## src/rtl/dmem_arbiter.sv

```systemverilog
// -----------------------------------------------------------------------------
// dmem_arbiter
//
// Shares the single-ported data memory between the CPU pipeline MEM stage and
// a debug/loader port. Every access walks the same four-state sequence
// (IDLE -> ISSUE -> WAIT -> DONE), so an access takes four cycles from the
// cycle its request is sampled to its one-cycle ack. The pipeline is stalled
// while a CPU request is pending. A bounded-wait counter stops a busy CPU
// from starving the debug port.
//
// Optional feature (macro DMEM_ARB_PERF_EN):
//   When defined, adds two free-running performance counters:
//     perf_stall_cycles : cycles with cpu_stall high (wraps at 2^32)
//     perf_dbg_grants   : number of debug grants     (wraps at 2^16)
//   When undefined, the ports and counters are absent.
//
// Ports:
//   clk, reset              clock, asynchronous active-low reset
//   cpu_rd/cpu_wr           CPU read / write request (write wins if both)
//   cpu_addr/cpu_wdata      CPU address / write data
//   cpu_rdata               CPU read data, held until the next CPU read
//   cpu_ack                 CPU access complete (1-cycle pulse)
//   cpu_stall               combinational pipeline stall
//   dbg_req/dbg_we          debug request / write enable
//   dbg_addr/dbg_wdata      debug address / write data
//   dbg_rdata               debug read data, held until the next debug read
//   dbg_ack                 debug access complete (1-cycle pulse)
//   mem_rd/mem_wr           registered memory strobes (ISSUE cycle only)
//   mem_addr/mem_wdata      registered memory address / write data
//   mem_rdata               memory read data, valid the cycle after mem_rd
// -----------------------------------------------------------------------------
module dmem_arbiter #(
  parameter int DATA_W       = 32,
  parameter int ADDR_W       = 9,
  parameter int DBG_MAX_WAIT = 4
) (
  input  logic              clk,
  input  logic              reset,
  // CPU (MEM stage) side
  input  logic              cpu_rd,
  input  logic              cpu_wr,
  input  logic [ADDR_W-1:0] cpu_addr,
  input  logic [DATA_W-1:0] cpu_wdata,
  output logic [DATA_W-1:0] cpu_rdata,
  output logic              cpu_ack,
  output logic              cpu_stall,
  // Debug / loader side
  input  logic              dbg_req,
  input  logic              dbg_we,
  input  logic [ADDR_W-1:0] dbg_addr,
  input  logic [DATA_W-1:0] dbg_wdata,
  output logic [DATA_W-1:0] dbg_rdata,
  output logic              dbg_ack,
  // Data memory side
  output logic              mem_rd,
  output logic              mem_wr,
  output logic [ADDR_W-1:0] mem_addr,
  output logic [DATA_W-1:0] mem_wdata,
  input  logic [DATA_W-1:0] mem_rdata
`ifdef DMEM_ARB_PERF_EN
  ,
  output logic [31:0]       perf_stall_cycles,
  output logic [15:0]       perf_dbg_grants
`endif
);

  // ---------------------------------------------------------------------------
  // FSM encoding
  // ---------------------------------------------------------------------------
  localparam logic [1:0] IDLE  = 2'd0;
  localparam logic [1:0] ISSUE = 2'd1;
  localparam logic [1:0] WAIT  = 2'd2;
  localparam logic [1:0] DONE  = 2'd3;

  localparam logic OWNER_CPU = 1'b0;
  localparam logic OWNER_DBG = 1'b1;

  // Counter wide enough to hold DBG_MAX_WAIT; at least one bit so that
  // DBG_MAX_WAIT = 0 (debug always wins) still elaborates.
  localparam int CNT_W = (DBG_MAX_WAIT < 1) ? 1 : $clog2(DBG_MAX_WAIT + 1);
  localparam logic [CNT_W-1:0] MAX_CNT = CNT_W'(DBG_MAX_WAIT);

  // ---------------------------------------------------------------------------
  // State
  // ---------------------------------------------------------------------------
  logic [1:0]        state_q,        state_d;
  logic              owner_q,        owner_d;
  logic              op_wr_q,        op_wr_d;
  logic [CNT_W-1:0]  dbg_wait_cnt_q, dbg_wait_cnt_d;
  logic              mem_rd_q,       mem_rd_d;
  logic              mem_wr_q,       mem_wr_d;
  logic [ADDR_W-1:0] mem_addr_q,     mem_addr_d;
  logic [DATA_W-1:0] mem_wdata_q,    mem_wdata_d;
  logic              cpu_ack_q,      cpu_ack_d;
  logic              dbg_ack_q,      dbg_ack_d;
  logic [DATA_W-1:0] cpu_rdata_q,    cpu_rdata_d;
  logic [DATA_W-1:0] dbg_rdata_q,    dbg_rdata_d;

  // ---------------------------------------------------------------------------
  // Arbitration
  // ---------------------------------------------------------------------------
  logic cpu_req;
  logic dbg_priority;
  logic grant_dbg;
  logic grant_cpu;
  logic in_idle;

  assign cpu_req      = cpu_rd | cpu_wr;
  assign in_idle      = (state_q == IDLE);
  // Debug wins a tie only once it has lost DBG_MAX_WAIT times in a row.
  assign dbg_priority = (dbg_wait_cnt_q >= MAX_CNT);
  assign grant_dbg    = in_idle & dbg_req & (~cpu_req | dbg_priority);
  assign grant_cpu    = in_idle & cpu_req & ~grant_dbg;

  // ---------------------------------------------------------------------------
  // Next-state logic
  // ---------------------------------------------------------------------------
  // NOTE: every signal assigned here gets a default first, so no path leaves
  // one unassigned and no latch is inferred.
  always_comb begin
    state_d        = state_q;
    owner_d        = owner_q;
    op_wr_d        = op_wr_q;
    dbg_wait_cnt_d = dbg_wait_cnt_q;
    mem_rd_d       = 1'b0;
    mem_wr_d       = 1'b0;
    mem_addr_d     = mem_addr_q;
    mem_wdata_d    = mem_wdata_q;
    cpu_ack_d      = 1'b0;
    dbg_ack_d      = 1'b0;
    cpu_rdata_d    = cpu_rdata_q;
    dbg_rdata_d    = dbg_rdata_q;

    case (state_q)
      IDLE: begin
        if (grant_dbg) begin
          owner_d        = OWNER_DBG;
          op_wr_d        = dbg_we;
          mem_addr_d     = dbg_addr;
          mem_wdata_d    = dbg_wdata;
          mem_rd_d       = ~dbg_we;
          mem_wr_d       = dbg_we;
          dbg_wait_cnt_d = '0;
          state_d        = ISSUE;
        end else if (grant_cpu) begin
          owner_d     = OWNER_CPU;
          // Write takes precedence when both strobes are high.
          op_wr_d     = cpu_wr;
          mem_addr_d  = cpu_addr;
          mem_wdata_d = cpu_wdata;
          mem_rd_d    = ~cpu_wr;
          mem_wr_d    = cpu_wr;
          if (dbg_req && (dbg_wait_cnt_q < MAX_CNT)) begin
            dbg_wait_cnt_d = dbg_wait_cnt_q + CNT_W'(1);
          end
          state_d     = ISSUE;
        end
      end

      // Strobes were registered on entry, so they are high for this one cycle.
      ISSUE: state_d = WAIT;

      // mem_rdata is valid here; capture it and raise the ack together so both
      // appear in DONE.
      WAIT: begin
        if (owner_q == OWNER_DBG) begin
          dbg_ack_d = 1'b1;
          if (!op_wr_q) dbg_rdata_d = mem_rdata;
        end else begin
          cpu_ack_d = 1'b1;
          if (!op_wr_q) cpu_rdata_d = mem_rdata;
        end
        state_d = DONE;
      end

      DONE:    state_d = IDLE;

      default: state_d = IDLE;
    endcase
  end

  // ---------------------------------------------------------------------------
  // Registers
  // ---------------------------------------------------------------------------
  // NOTE: sequential state uses non-blocking assignments so every flop samples
  // the pre-edge values regardless of statement order.
  always_ff @(posedge clk or negedge reset) begin
    if (!reset) begin
      state_q        <= IDLE;
      owner_q        <= OWNER_CPU;
      op_wr_q        <= 1'b0;
      dbg_wait_cnt_q <= '0;
      mem_rd_q       <= 1'b0;
      mem_wr_q       <= 1'b0;
      mem_addr_q     <= '0;
      mem_wdata_q    <= '0;
      cpu_ack_q      <= 1'b0;
      dbg_ack_q      <= 1'b0;
      cpu_rdata_q    <= '0;
      dbg_rdata_q    <= '0;
    end else begin
      state_q        <= state_d;
      owner_q        <= owner_d;
      op_wr_q        <= op_wr_d;
      dbg_wait_cnt_q <= dbg_wait_cnt_d;
      mem_rd_q       <= mem_rd_d;
      mem_wr_q       <= mem_wr_d;
      mem_addr_q     <= mem_addr_d;
      mem_wdata_q    <= mem_wdata_d;
      cpu_ack_q      <= cpu_ack_d;
      dbg_ack_q      <= dbg_ack_d;
      cpu_rdata_q    <= cpu_rdata_d;
      dbg_rdata_q    <= dbg_rdata_d;
    end
  end

  // ---------------------------------------------------------------------------
  // Outputs
  // ---------------------------------------------------------------------------
  assign mem_rd    = mem_rd_q;
  assign mem_wr    = mem_wr_q;
  assign mem_addr  = mem_addr_q;
  assign mem_wdata = mem_wdata_q;
  assign cpu_ack   = cpu_ack_q;
  assign dbg_ack   = dbg_ack_q;
  assign cpu_rdata = cpu_rdata_q;
  assign dbg_rdata = dbg_rdata_q;

  // Drops in the ack cycle so the pipeline advances exactly when data is ready.
  assign cpu_stall = cpu_req & ~cpu_ack_q;

`ifdef DMEM_ARB_PERF_EN
  // ---------------------------------------------------------------------------
  // Performance counters (free-running, wrap naturally)
  // ---------------------------------------------------------------------------
  logic [31:0] perf_stall_cycles_q, perf_stall_cycles_d;
  logic [15:0] perf_dbg_grants_q,   perf_dbg_grants_d;

  always_comb begin
    perf_stall_cycles_d = perf_stall_cycles_q + 32'(cpu_stall);
    perf_dbg_grants_d   = perf_dbg_grants_q + 16'(grant_dbg);
  end

  always_ff @(posedge clk or negedge reset) begin
    if (!reset) begin
      perf_stall_cycles_q <= '0;
      perf_dbg_grants_q   <= '0;
    end else begin
      perf_stall_cycles_q <= perf_stall_cycles_d;
      perf_dbg_grants_q   <= perf_dbg_grants_d;
    end
  end

  assign perf_stall_cycles = perf_stall_cycles_q;
  assign perf_dbg_grants   = perf_dbg_grants_q;
`endif

  // ---------------------------------------------------------------------------
  // Protocol properties
  // ---------------------------------------------------------------------------
`ifndef SYNTHESIS
  a_strobe_excl: assert property (@(posedge clk) disable iff (!reset)
    !(mem_rd_q && mem_wr_q));
  a_ack_excl: assert property (@(posedge clk) disable iff (!reset)
    !(cpu_ack_q && dbg_ack_q));
  a_strobe_in_issue: assert property (@(posedge clk) disable iff (!reset)
    (mem_rd_q || mem_wr_q) |-> (state_q == ISSUE));
`endif

endmodule

```

## config.mk

```make
export PLATFORM = sky130hd
export DESIGN_NAME = dmem_arbiter
export DESIGN_NICKNAME = d
export VERILOG_FILES = /design/src/rtl/dmem_arbiter.sv
export SDC_FILE = /design/constraint.sdc
export NUM_CORES = 1
export LEC_CHECK = 0
export BUFFER_PORTS_ARGS = -buffer_cell sky130_fd_sc_hd__buf_4
export CORE_UTILIZATION = 30
export DETAILED_ROUTE_END_ITERATION = 12
export GPL_ROUTABILITY_DRIVEN = 0
export HOLD_SLACK_MARGIN = 0.1
export PLACE_DENSITY_LB_ADDON = 0.05
export SLEW_MARGIN = 30
export SYNTH_ARGS = -nofsm -noshare
export SYNTH_HDL_FRONTEND = slang
export SYNTH_SLANG_ARGS = --single-unit
```

## constraint.sdc

```tcl
create_clock -name clk -period 1.7 [get_ports clk]
set_input_delay 0.34 -clock clk [delete_from_list [all_inputs] [get_ports clk]]
set_output_delay 0.34 -clock clk [all_outputs]
set_load 0.02 [all_outputs]
```

# [Word-level counts from Yosys, hierarchy flattened]
# Index checks and enable logic that the tools add are counted.
[word_totals] ff_bits=116 out_inout_bits=110 wordCells=65
[classes] add_sub_neg=1 magnitude_cmp=2 n_eq_ne=4 muxes=24 n_bitwise=14 reduce_logical=8
[op_table] operator="$mux W32" n=2
[op_table] operator="$mux W9" n=2
[op_table] operator="$mux W1" n=14
[op_table] operator="$mux W3" n=3
[op_table] operator="$reduce_and A3 Y1" n=3
[op_table] operator="$pmux W2 S4" n=1
[op_table] operator="$not A1 Y1" n=7
[op_table] operator="$and A1 B1 Y1" n=5
[op_table] operator="$eq A2 B2 Y1 const B" n=2
[op_table] operator="$mux W2" n=2
[op_table] operator="$reduce_bool A2 Y1" n=2
[op_table] operator="$add A3 B1 Y3 const B" n=1
[op_table] operator="$ge A3 B3 Y1 const B" n=1
[op_table] operator="$lt A3 B3 Y1 const B" n=1
[op_table] operator="$ne A3 B3 Y1 const B" n=1
[op_table] operator="$eq A2 B1 Y1 const B" n=1
[op_table] operator="$logic_not A2 Y1" n=1
[op_table] operator="$or A1 B1 Y1" n=2
[op_table] operator="$reduce_and A2 Y1" n=1
[op_table] operator="$logic_and A1 B1 Y1" n=1

# [Logic depth before layout (Yosys ltp)]
# Gate-level depths: netlist of the first run.
[depth] word_depth=9 ltp_mapped=8

# [Least setup slack after synthesis of the first run]
# No wires, ideal clock.
[synth_timing] kind="flip-flop to flip-flop" from="reg state_q[0]" to="reg cpu_rdata_q[12] (netlist: cpu_rdata[12])" arrival_ps=1454 setup_slack_ps=121 path_stages_with_launch=6 n_path_buf=1 period_less_slack_ps=1579 path_cell_list="dfrtp_1 -> inv_1 -> ha_1 -> nor3b_2 -> buf_4 -> mux2_2"
[synth_between] elab_chain_len=2
[synth_rtl] element="start, declared" line_no="86" rtl="logic [1:0] state_q, state_d;"
[synth_rtl] element="start signal, assigned" line_no="202" rtl="state_q <= state_d;"
[synth_rtl] element="$eq A2 B2 Y1" line_no="134" rtl="case (state_q)"
[synth_rtl] element="$reduce_and A3 Y1 (no line)"
[synth_rtl] element="end signal, assigned" line_no="212" rtl="cpu_rdata_q <= cpu_rdata_d;"
[synth_rtl] element="end, declared" line_no="96" rtl="logic [DATA_W-1:0] cpu_rdata_q, cpu_rdata_d;"
# No other way between the ends.
# A chain may end at the register's enable or synchronous reset.

# [Worst setup path after layout of the first run]
[layout_timing] from="reg state_q[0]" to="reg dbg_rdata_q[20] (netlist: dbg_rdata[20])"
[layout_between] elab_chain_len=2
[layout_rtl] element="$eq A2 B2 Y1" line_no="134"
[layout_rtl] element="$reduce_and A3 Y1 (no line)"
[layout_rtl] element="end signal, assigned" line_no="213" rtl="dbg_rdata_q <= dbg_rdata_d;"
[layout_rtl] element="end, declared" line_no="97" rtl="logic [DATA_W-1:0] dbg_rdata_q, dbg_rdata_d;"
# No other way between the ends.

==> impl_metrics.json, run 1 <==
{
  "status": "complete, no violations",
  "intPower_uw": 10370,
  "antenna_left": 0,
  "ir_worst_vdd_mv": 0.9141,
  "yosys_warnings": 0,
  "via_per_inst": 4.739,
  "wl_per_cell_um": 16.36,
  "fp.dieH_um": 130.3,
  "synth_top_cells_by_area": "dfrtp_1, mux2_2, a31oi_1",
  "start_util_pct": 30.88,
  "clk_path_buf_depth": 2,
  "firstDrtPassIters": 4,
  "wl_um": 14400,
  "drt_iter0_drc": 184,
  "drive_above_1_share_pct": 52.26,
  "antenna_found_initial": 0,
  "dp_hpwl_um": 9976,
  "clkPwrFrac_pct": 24.0,
  "ys_ff_latch": 116,
  "netlist.area_leader.share_pct": 58.75,
  "cts_buffers": 17,
  "rows": 46,
  "swShare_pct": 36.67,
  "slew_viol_final": 0,
  "dr_total_vias": 4170,
  "synthDistinctLibCells": 29,
  "power_frac_seq_pct": 30.3,
  "worst_pin_slew_ns": 0.7286,
  "synth_top_area_cell": "dfrtp_1",
  "synth_fp_nets": 542,
  "finalHoldViolations": 0,
  "core_area_mm2": 0.01600,
  "power_uw": 16370,
  "synth_cells": 419,
  "cts-root-buf": "clkbuf_16",
  "grt_max_degree": 53,
  "period_minus_slack_ns": 1.642,
  "p_leak_uw": 0.003543,
  "dieWidth_um": 130.3,
  "dieArea_mm2": 0.01699,
  "switching_power_uw": 6002,
  "slew_headroom_pct": 51.43,
  "final_core_util_pct": 48.05,
  "clock_latency_ns": 0.41,
  "finalSetupViolations": 0,
  "io_pins": 230,
  "power.density_mw_per_mm2": 2129,
  "grt_util_all_layers_pct": 17.08,
  "post_synth_instance_area_mm2": 0.004941,
  "syn_to_final_growth_pct": 55.58,
  "ys_seq_area_share_pct": 58.75,
  "gr-total-overflow": 0,
  "antennaDiodeCount": 0,
  "worstPathRequired_ns": 1.99,
  "finish.instance_area_mm2": 0.007687,
  "synth.avg_cell_area_um2": 11.79,
  "fin_nets": 774,
  "fmax_mhz": 609.0,
  "portBuffers": 229,
  "grt_pass1_wl_um": 21950,
  "clock_skew_ns": 0.007183,
  "clkTransAtPathRegs_ns": 0.05,
  "cp-end-kind": "flip-flop",
  "htreeDepth": 4,
  "holdCritPathClass": "input port to flip-flop",
  "fillCellCount": 1503,
  "placed_area_mm2": 0.006968,
  "cts_tree": "done",
  "worstSetupPathType": "flip-flop to flip-flop",
  "p_comb_share_pct": 45.7,
  "cts.sinks": 116,
  "drc": 0,
  "fin_crit_sh_pct": 96.59,
  "grt_pass1_vias": 4283,
  "cp.arrival_ns": 1.93,
  "cap_violations": 0,
  "cp_max_fo": 12,
  "start_kind": "flip-flop"
}
per-stage QoR:
step	setup TNS [ns]	std cells	setup WS, ns	hold slack [ns]
finish	0	880	0.05793	0.1620
global route	-0.002748	880	-0.001765	0.1520
CTS	0	878	0.04711	0.1405
detailed placement	-0.009012	845	-0.009012	0.2941
global placement	0	845	0.002451	0.2881
floorplan	0	419	0.1210	0.04441
cells in the mapped netlist (all sizes together):
library cell	instances
a21o	1
a21oi	43
a31oi	41
a32oi	1
and2	3
buf	26
clkbuf	10
dfrtp	116
ha	3
inv	2
mux2	65
nand2	6
nand2b	1
nand3	3
nand3b	2
nor2	46
nor2b	1
nor3	1
nor3b	1
nor4	1
o21ai	42
o21ba	1
o21bai	1
o31a	1
o31ai	1
registers in the layout (all words and copies together), names as in the netlist:
name	count
mem_wdata	32
mem_rd	1
op_wr_q	1
cpu_rdata	32
dbg_ack	1
mem_wr	1
owner_q	1
cpu_ack	1
dbg_rdata	32
dbg_wait_cnt_q	3
mem_addr	9
state_q	2
what timing repair did:
action	4_1_cts	5_1_grt
gates cloned	0	1
hold buffers	1	0
setup buffers	0	1
endpoints found under the hold margin	25	0
gates resized for setup	1	2
setup endpoints to repair	1	61
per-layer routing:
layer / routed length, um / global-route usage [%] / up-vias
li1: - / - / 1968
met1: 6112 / 20.18 / 2020
met2: 6906 / 28.54 / 170
met3: 1193 / 6.478 / 12
met4: 185 / 5.680 / 0
met5: 0 / 0 / -
cells by family after synthesis:
logic type | count (synthesis) | share of synthesized area (%)
fa+ha+maj | 3 | 0.7598
simple gates | 65 | 5.672
flops | 116 | 58.75
mux | 65 | 14.81
compound gates | 132 | 15.17
buf+inv | 38 | 4.836
power groups by stage:
stage          clock network (uW)  logic, uW  registers (uW)
2_1_floorplan                   0       2710            6460
4_1_cts                      4010       7560            4970
3_3_place_gp                    0       7460            4970
3_5_place_dp                    0       7540            4990
5_1_grt                      4140       8050            5130
6_report                     3930       7490            4960
placed cells by master (no fill, tap or decap), drive strengths merged:
cell / instances
nor4: 1
clkinv: 4
nand3: 3
nor3: 1
a21oi: 43
a31oi: 41
nor2: 46
nand3b: 2
clkbuf: 24
nor3b: 1
nor2b: 1
nand2b: 1
a32oi: 1
inv: 2
nand2: 6
ha: 3
dlygate4sd3: 1
o31ai: 1
o21bai: 1
o21ai: 42
dfrtp: 116
a21o: 1
bufinv: 5
and2: 3
buf: 247
o21ba: 1
o31a: 1
mux2: 65
final timing paths:
check | start | to | slack (ns) | cells after the start
hold reg to reg | dbg_wait_cnt_q[1] | dbg_wait_cnt_q[1] | 0.48 | 2
setup reg to reg | state_q[0] | dbg_rdata[20] | 0.06 | 7
min in group asynchronous | reset | cpu_rdata[4] | 0.39 | 2
hold / removal | mem_rdata[16] | cpu_rdata[16] | 0.16 | 2
max in group asynchronous | reset | dbg_rdata[20] | 0.66 | 3
setup / recovery | state_q[0] | dbg_rdata[20] | 0.06 | 7
area by class of cell:
class	count	area [um2]	area share, %
sequential	116	2903	37.76
timing repair buffer	249	2031	26.42
multi-input combinational	265	1824	23.73
clock buffer	23	478.0	6.217
tap	216	270.3	3.516
clock inverter	9	173.9	2.262
inverter	2	7.507	0.09766
critical path, stage by stage, from the launching register on:
cell	delay (ns)
dfrtp_1	0.36
inv_1	0.07
ha_1	0.20
buf_4	0.14
nand3b_1	0.12
buf_12	0.13
clkbuf_16	0.16
mux2_2	0.33
Note: power is estimated with default switching activity, not from simulation.
==> inputs of run 2 (changes only) <==
--- a/config.mk
+++ b/config.mk
@@ -6,12 +6,14 @@
 export NUM_CORES = 1
 export LEC_CHECK = 0
 export BUFFER_PORTS_ARGS = -buffer_cell sky130_fd_sc_hd__buf_4
+export CELL_PAD_IN_SITES_DETAIL_PLACEMENT = 1
+export CELL_PAD_IN_SITES_GLOBAL_PLACEMENT = 1
 export CORE_UTILIZATION = 30
 export DETAILED_ROUTE_END_ITERATION = 12
 export GPL_ROUTABILITY_DRIVEN = 0
 export HOLD_SLACK_MARGIN = 0.1
 export PLACE_DENSITY_LB_ADDON = 0.05
-export SLEW_MARGIN = 30
+export SLEW_MARGIN = 20
 export SYNTH_ARGS = -nofsm -noshare
 export SYNTH_HDL_FRONTEND = slang
 export SYNTH_SLANG_ARGS = --single-unit
==> run 2 against run 1 <==
Compared with the run above:
- cell count is 0.45% higher
- setup slack better by 0.025 ns
- critical path depth is 1 lower
- sequential share of layout area hardly changed
- sequential cell count stayed put
==> impl_metrics.json, run 2 (same netlist as run 1, synthesis figures left out) <==
{
  "cp-end-kind": "flip-flop",
  "cts_tree": "done",
  "grt_pass1_wl_um": 23980,
  "p_leak_uw": 0.003541,
  "dieArea_mm2": 0.01699,
  "cts.sinks": 116,
  "fin_nets": 778,
  "worst_path_dominant_cell_family": "buffers and inverters",
  "wl_per_cell_um": 17.63,
  "final_core_util_pct": 48.08,
  "ff2ff_path_depth": 6,
  "slew_headroom_pct": 62.07,
  "ir_worst_vdd_mv": 0.7344,
  "final_common_cell": "buf_4",
  "worstPathRequired_ns": 1.99,
  "use_met3_pct": 6.232,
  "cap_violations": 0,
  "holdCritPathClass": "input port to flip-flop",
  "place_ws_ns": -0.09785,
  "dp_hpwl_um": 10680,
  "slew_viol_final": 0,
  "status": "complete, no violations",
  "finalHoldViolations": 0,
  "rows": 46,
  "fin_hold_ws_ns": 0.1651,
  "grt_util_all_layers_pct": 18.69,
  "fin_crit_sh_pct": 95.11,
  "max_stage_delay_ns": 0.38,
  "dr_total_vias": 4256,
  "cts-root-buf": "clkbuf_16",
  "use_met1_pct": 20.99,
  "timing.rr.end": "cpu_rdata[12]",
  "hold_end": "cpu_rdata[16]",
  "drt_iter0_drc": 171,
  "drc": 0,
  "power_uw": 16350,
  "grt_max_degree": 56,
  "portBuffers": 229,
  "worst-path-stages": 6,
  "worst_pin_slew_ns": 0.5690,
  "cp_slowest_cell": "dfrtp_1",
  "final_cell_mix": "buf_4, dfrtp_1, mux2_2",
  "cp_max_fo": 7,
  "fmax_mhz": 618.5,
  "io_pins": 230,
  "clock_latency_ns": 0.41,
  "gr-total-overflow": 0,
  "whs_path_depth": 2,
  "cp.arrival_ns": 1.90,
  "clock_skew_ns": 0.006155,
  "antenna_found_initial": 0,
  "worstSetupPathType": "flip-flop to flip-flop",
  "drive_above_1_share_pct": 52.84,
  "start_kind": "flip-flop",
  "cp_cell_sequence": "inv_2, ha_4, nor3b_4, buf_6, clkbuf_16, mux2_2",
  "dieWidth_um": 130.3,
  "grt_pass1_vias": 4595,
  "hp-start": "mem_rdata[16]",
  "setup_ws_ns": 0.08316,
  "regToRegSetupSlack_ns": 0.08,
  "gr-usage-met2_pct": 32.85,
  "htreeDepth": 4,
  "period_minus_slack_ns": 1.617,
  "critPathBufInv": 3,
  "grt_busiest_layer": "met2",
  "power.density_mw_per_mm2": 2125,
  "syn_to_final_growth_pct": 55.71,
  "antennaDiodeCount": 0,
  "clkTransAtPathRegs_ns": 0.05,
  "clk_path_buf_depth": 2,
  "antenna_left": 0,
  "start_util_pct": 30.88,
  "cts_buffers": 17,
  "firstDrtPassIters": 4,
  "core_area_mm2": 0.01600,
  "reg2reg_from": "state_q[0]",
  "via_per_inst": 4.814,
  "fp.dieH_um": 130.3,
  "finalSetupViolations": 0,
  "wl_um": 15590
}
[run 2: cell types whose count changed in the layout (fill, tap and decap cells not counted), sizes merged]
cell,before,now
buf,247,250
bufinv,5,3
bufbuf,0,1
clkinv,4,5
clkinvlp,0,1
[run 2: worst register-to-register path: cells and delay by family, from the launching register on]
family,cells,cell delay (ns)
buffers and inverters,3,0.42
DFF,1,0.38
muxes,1,0.33
and+or+nand+nor,1,0.23
adders and majority gates,1,0.15
[run 2: worst max-delay path by stage]
stage / from / end / slack [ns]
after floorplan: state_q[0] / cpu_rdata[12] / 0.12
after global placement: cpu_rd / mem_wdata[0] / -0.001
after detailed placement: dbg_wait_cnt_q[2] / mem_addr[2] / -0.1
after CTS: state_q[1] / mem_wdata[7] / 0.0003
after global routing: state_q[0] / cpu_rdata[26] / -0.001
final: state_q[0] / cpu_rdata[12] / 0.08
[run 2: layer usage]
| layer | vias to the layer above | wire length (um) |
|---|---|---|
| met3 | 17 | 1119 |
| li1 | 1974 | - |
| met1 | 2125 | 6282 |
| met5 | - | 0 |
| met2 | 140 | 7941 |
| met4 | 0 | 243 |
[run 2: report_power, final]
group | internal (uW) | switching, uW
clock | 2410 | 1210
combinational | 3630 | 4160
sequential | 4160 | 766
total | 10200 | 6140
[run 2: repair_timing]
| item | CTS | global route |
|---|---|---|
| gates cloned | 1 | 1 |
| gates resized for setup | 5 | 8 |
| buffers inserted | 1 | 3 |
| hold buffers | 1 | 0 |
| endpoints found under the hold margin | 13 | 0 |
| endpoints found under the setup margin | 73 | 60 |
[run 2: stage by stage]
step / cells / TNS (ns) / instance area [um2]
2_1_floorplan: 419 / 0 / 4941
3_3_place_gp: 845 / -0.0009532 / 6955
3_5_place_dp: 845 / -1.832 / 6955
4_1_cts: 880 / 0 / 7632
5_1_grt: 884 / -0.001265 / 7694
6_report: 884 / 0 / 7694
[run 2: cell type report]
cell class / instances / area, um2
fillers: 1780 / 8307
inverters: 2 / 7.507
flip-flops and latches: 116 / 2903
clock inverters: 9 / 126.4
well taps: 216 / 270.3
clock buffers: 23 / 478.0
repair buffers: 253 / 2068
multi-input cells: 265 / 1841
==> inputs of run 3 (changes only) <==
--- a/config.mk
+++ b/config.mk
@@ -13,6 +13,7 @@
 export GPL_ROUTABILITY_DRIVEN = 0
 export HOLD_SLACK_MARGIN = 0.1
 export PLACE_DENSITY_LB_ADDON = 0.05
+export RECOVER_POWER = 100
 export SLEW_MARGIN = 20
 export SYNTH_ARGS = -nofsm -noshare
 export SYNTH_HDL_FRONTEND = slang
==> run 3 against run 2 <==
Compared with the run above:
- sequential power hardly changed
- largest cell class unchanged
- critical path type unchanged
- maximum frequency is the same
- critical endpoint unchanged
- count of clock-buffer cells in the layout stayed put
==> impl_metrics.json, run 3 (same netlist as run 1, synthesis figures left out) <==
{
  "fillCellCount": 1781,
  "finalSetupViolations": 0,
  "whs_path_depth": 2,
  "dieArea_mm2": 0.01699,
  "via_per_inst": 4.813,
  "wl_met1_um": 6281,
  "dr_total_vias": 4255,
  "wl_met2_um": 7940,
  "dp_hpwl_um": 10680,
  "reg2reg_from": "state_q[0]",
  "hp-start": "mem_rdata[16]",
  "cp-end-kind": "flip-flop",
  "cts_tree": "done",
  "cap_violations": 0,
  "io_pins": 230,
  "rows": 46,
  "firstDrtPassIters": 4,
  "drc": 0,
  "cts.sinks": 116,
  "drt_iter0_drc": 171,
  "slew_headroom_pct": 36.75,
  "regToRegSetupSlack_ns": 0.08,
  "cts_buffers": 17,
  "gr-total-overflow": 0,
  "drive_above_1_share_pct": 52.69,
  "start_kind": "flip-flop",
  "finalSetupTns_ns": 0,
  "antenna_found_initial": 0,
  "portBuffers": 229,
  "top_layer": "met4",
  "grt_pass1_vias": 4595,
  "worstPathRequired_ns": 1.99,
  "syn_to_final_growth_pct": 55.63,
  "grt_util_all_layers_pct": 18.69,
  "period_minus_slack_ns": 1.617,
  "ir_worst_vdd_mv": 0.7344,
  "cts-root-buf": "clkbuf_16",
  "hold_end": "cpu_rdata[16]",
  "fin_nets": 778,
  "cp_max_fo": 7,
  "worstSetupPathType": "flip-flop to flip-flop",
  "status": "complete, no violations",
  "fmax_mhz": 618.5,
  "slew_viol_final": 0,
  "clock_latency_ns": 0.41,
  "wl_met3_um": 1119,
  "clkTransAtPathRegs_ns": 0.05,
  "final_common_cell": "buf_4",
  "grt_max_degree": 56,
  "wl_um": 15580,
  "power_uw": 16350,
  "dieWidth_um": 130.3,
  "holdCritPathClass": "input port to flip-flop",
  "fp.dieH_um": 130.3,
  "worst_pin_slew_ns": 0.9488,
  "start_util_pct": 30.88,
  "cp.arrival_ns": 1.90,
  "antennaDiodeCount": 0,
  "clk_path_buf_depth": 2,
  "ff2ff_path_depth": 6,
  "htreeDepth": 4,
  "final_cell_mix": "buf_4, dfrtp_1, mux2_2",
  "wl_per_cell_um": 17.63,
  "grt_pass1_wl_um": 23980,
  "fin_crit_sh_pct": 95.11,
  "antenna_left": 0,
  "finalHoldViolations": 0,
  "power.density_mw_per_mm2": 2126,
  "core_area_mm2": 0.01600,
  "timing.rr.end": "cpu_rdata[12]",
  "p_leak_uw": 0.003537,
  "clock_skew_ns": 0.006155
}
[run 3: changes by cell type in the layout (fill, tap and decap cells not counted), sizes merged]
cell    previous run  this run
buf              250       249
clkbuf            24        25
[run 3: worst max path at each step]
stage,end,slack [ns],cells after the start,from
2_1_floorplan,cpu_rdata[12],0.12,5,state_q[0]
3_3_place_gp,mem_wdata[0],-0.001,4,cpu_rd
3_5_place_dp,mem_addr[2],-0.1,3,dbg_wait_cnt_q[2]
4_1_cts,mem_wdata[7],0.0003,7,state_q[1]
5_1_grt,cpu_rdata[26],-0.001,6,state_q[0]
6_report,cpu_rdata[12],0.08,6,state_q[0]
[run 3: area by class of cell]
cell class / instances / area, um2 / share of cell area, %
sequential: 116 / 2903 / 37.75
timing repair buffer: 253 / 2064 / 26.85
tap: 216 / 270.3 / 3.514
clock inverter: 9 / 126.4 / 1.643
inverter: 2 / 7.507 / 0.09762
multi-input combinational: 265 / 1841 / 23.93
clock buffer: 23 / 478.0 / 6.215
[run 3: routing by layer]
layer  up-vias  GRT usage, %
li1       1974             -
met1      2124         20.99
met2       140         32.85
met3        17         6.232
met4         0         6.964
met5         -             0
[run 3: power by group]
| part | leakage [uW] | internal, uW | total (uW) | switching [uW] |
|---|---|---|---|---|
| clock network | 0.000297 | 2410 | 3620 | 1210 |
| logic | 0.00190 | 3630 | 7790 | 4160 |
| registers | 0.00134 | 4160 | 4930 | 766 |
[run 3: timing repair]
item / CTS / global route
resized for setup: 5 / 8
hold buffers: 1 / 0
endpoints found under the setup margin: 73 / 60
endpoints found under the hold margin: 13 / 0
buffers inserted: 1 / 3
cloned: 1 / 1
[run 3: metrics by stage]
step	utilization [%]	instances	instance area (um2)	hold WS, ns	setup slack [ns]
after detailed placement	43.47	845	6955	0.2161	-0.09785
final	48.06	884	7690	0.1651	0.08316
after global placement	43.47	845	6955	0.2148	-0.0009532
after floorplan	-	419	4941	0.04441	0.1210
after global routing	48.06	884	7690	0.1629	-0.001265
after CTS	47.70	880	7632	0.1523	0.0002773
[run 3: worst max-delay path: stages, from the launching register on]
cell and delay [ns]:
dfrtp_1 0.38, inv_2 0.09, ha_4 0.15, nor3b_4 0.23, buf_6 0.17, clkbuf_16 0.15, mux2_2 0.33
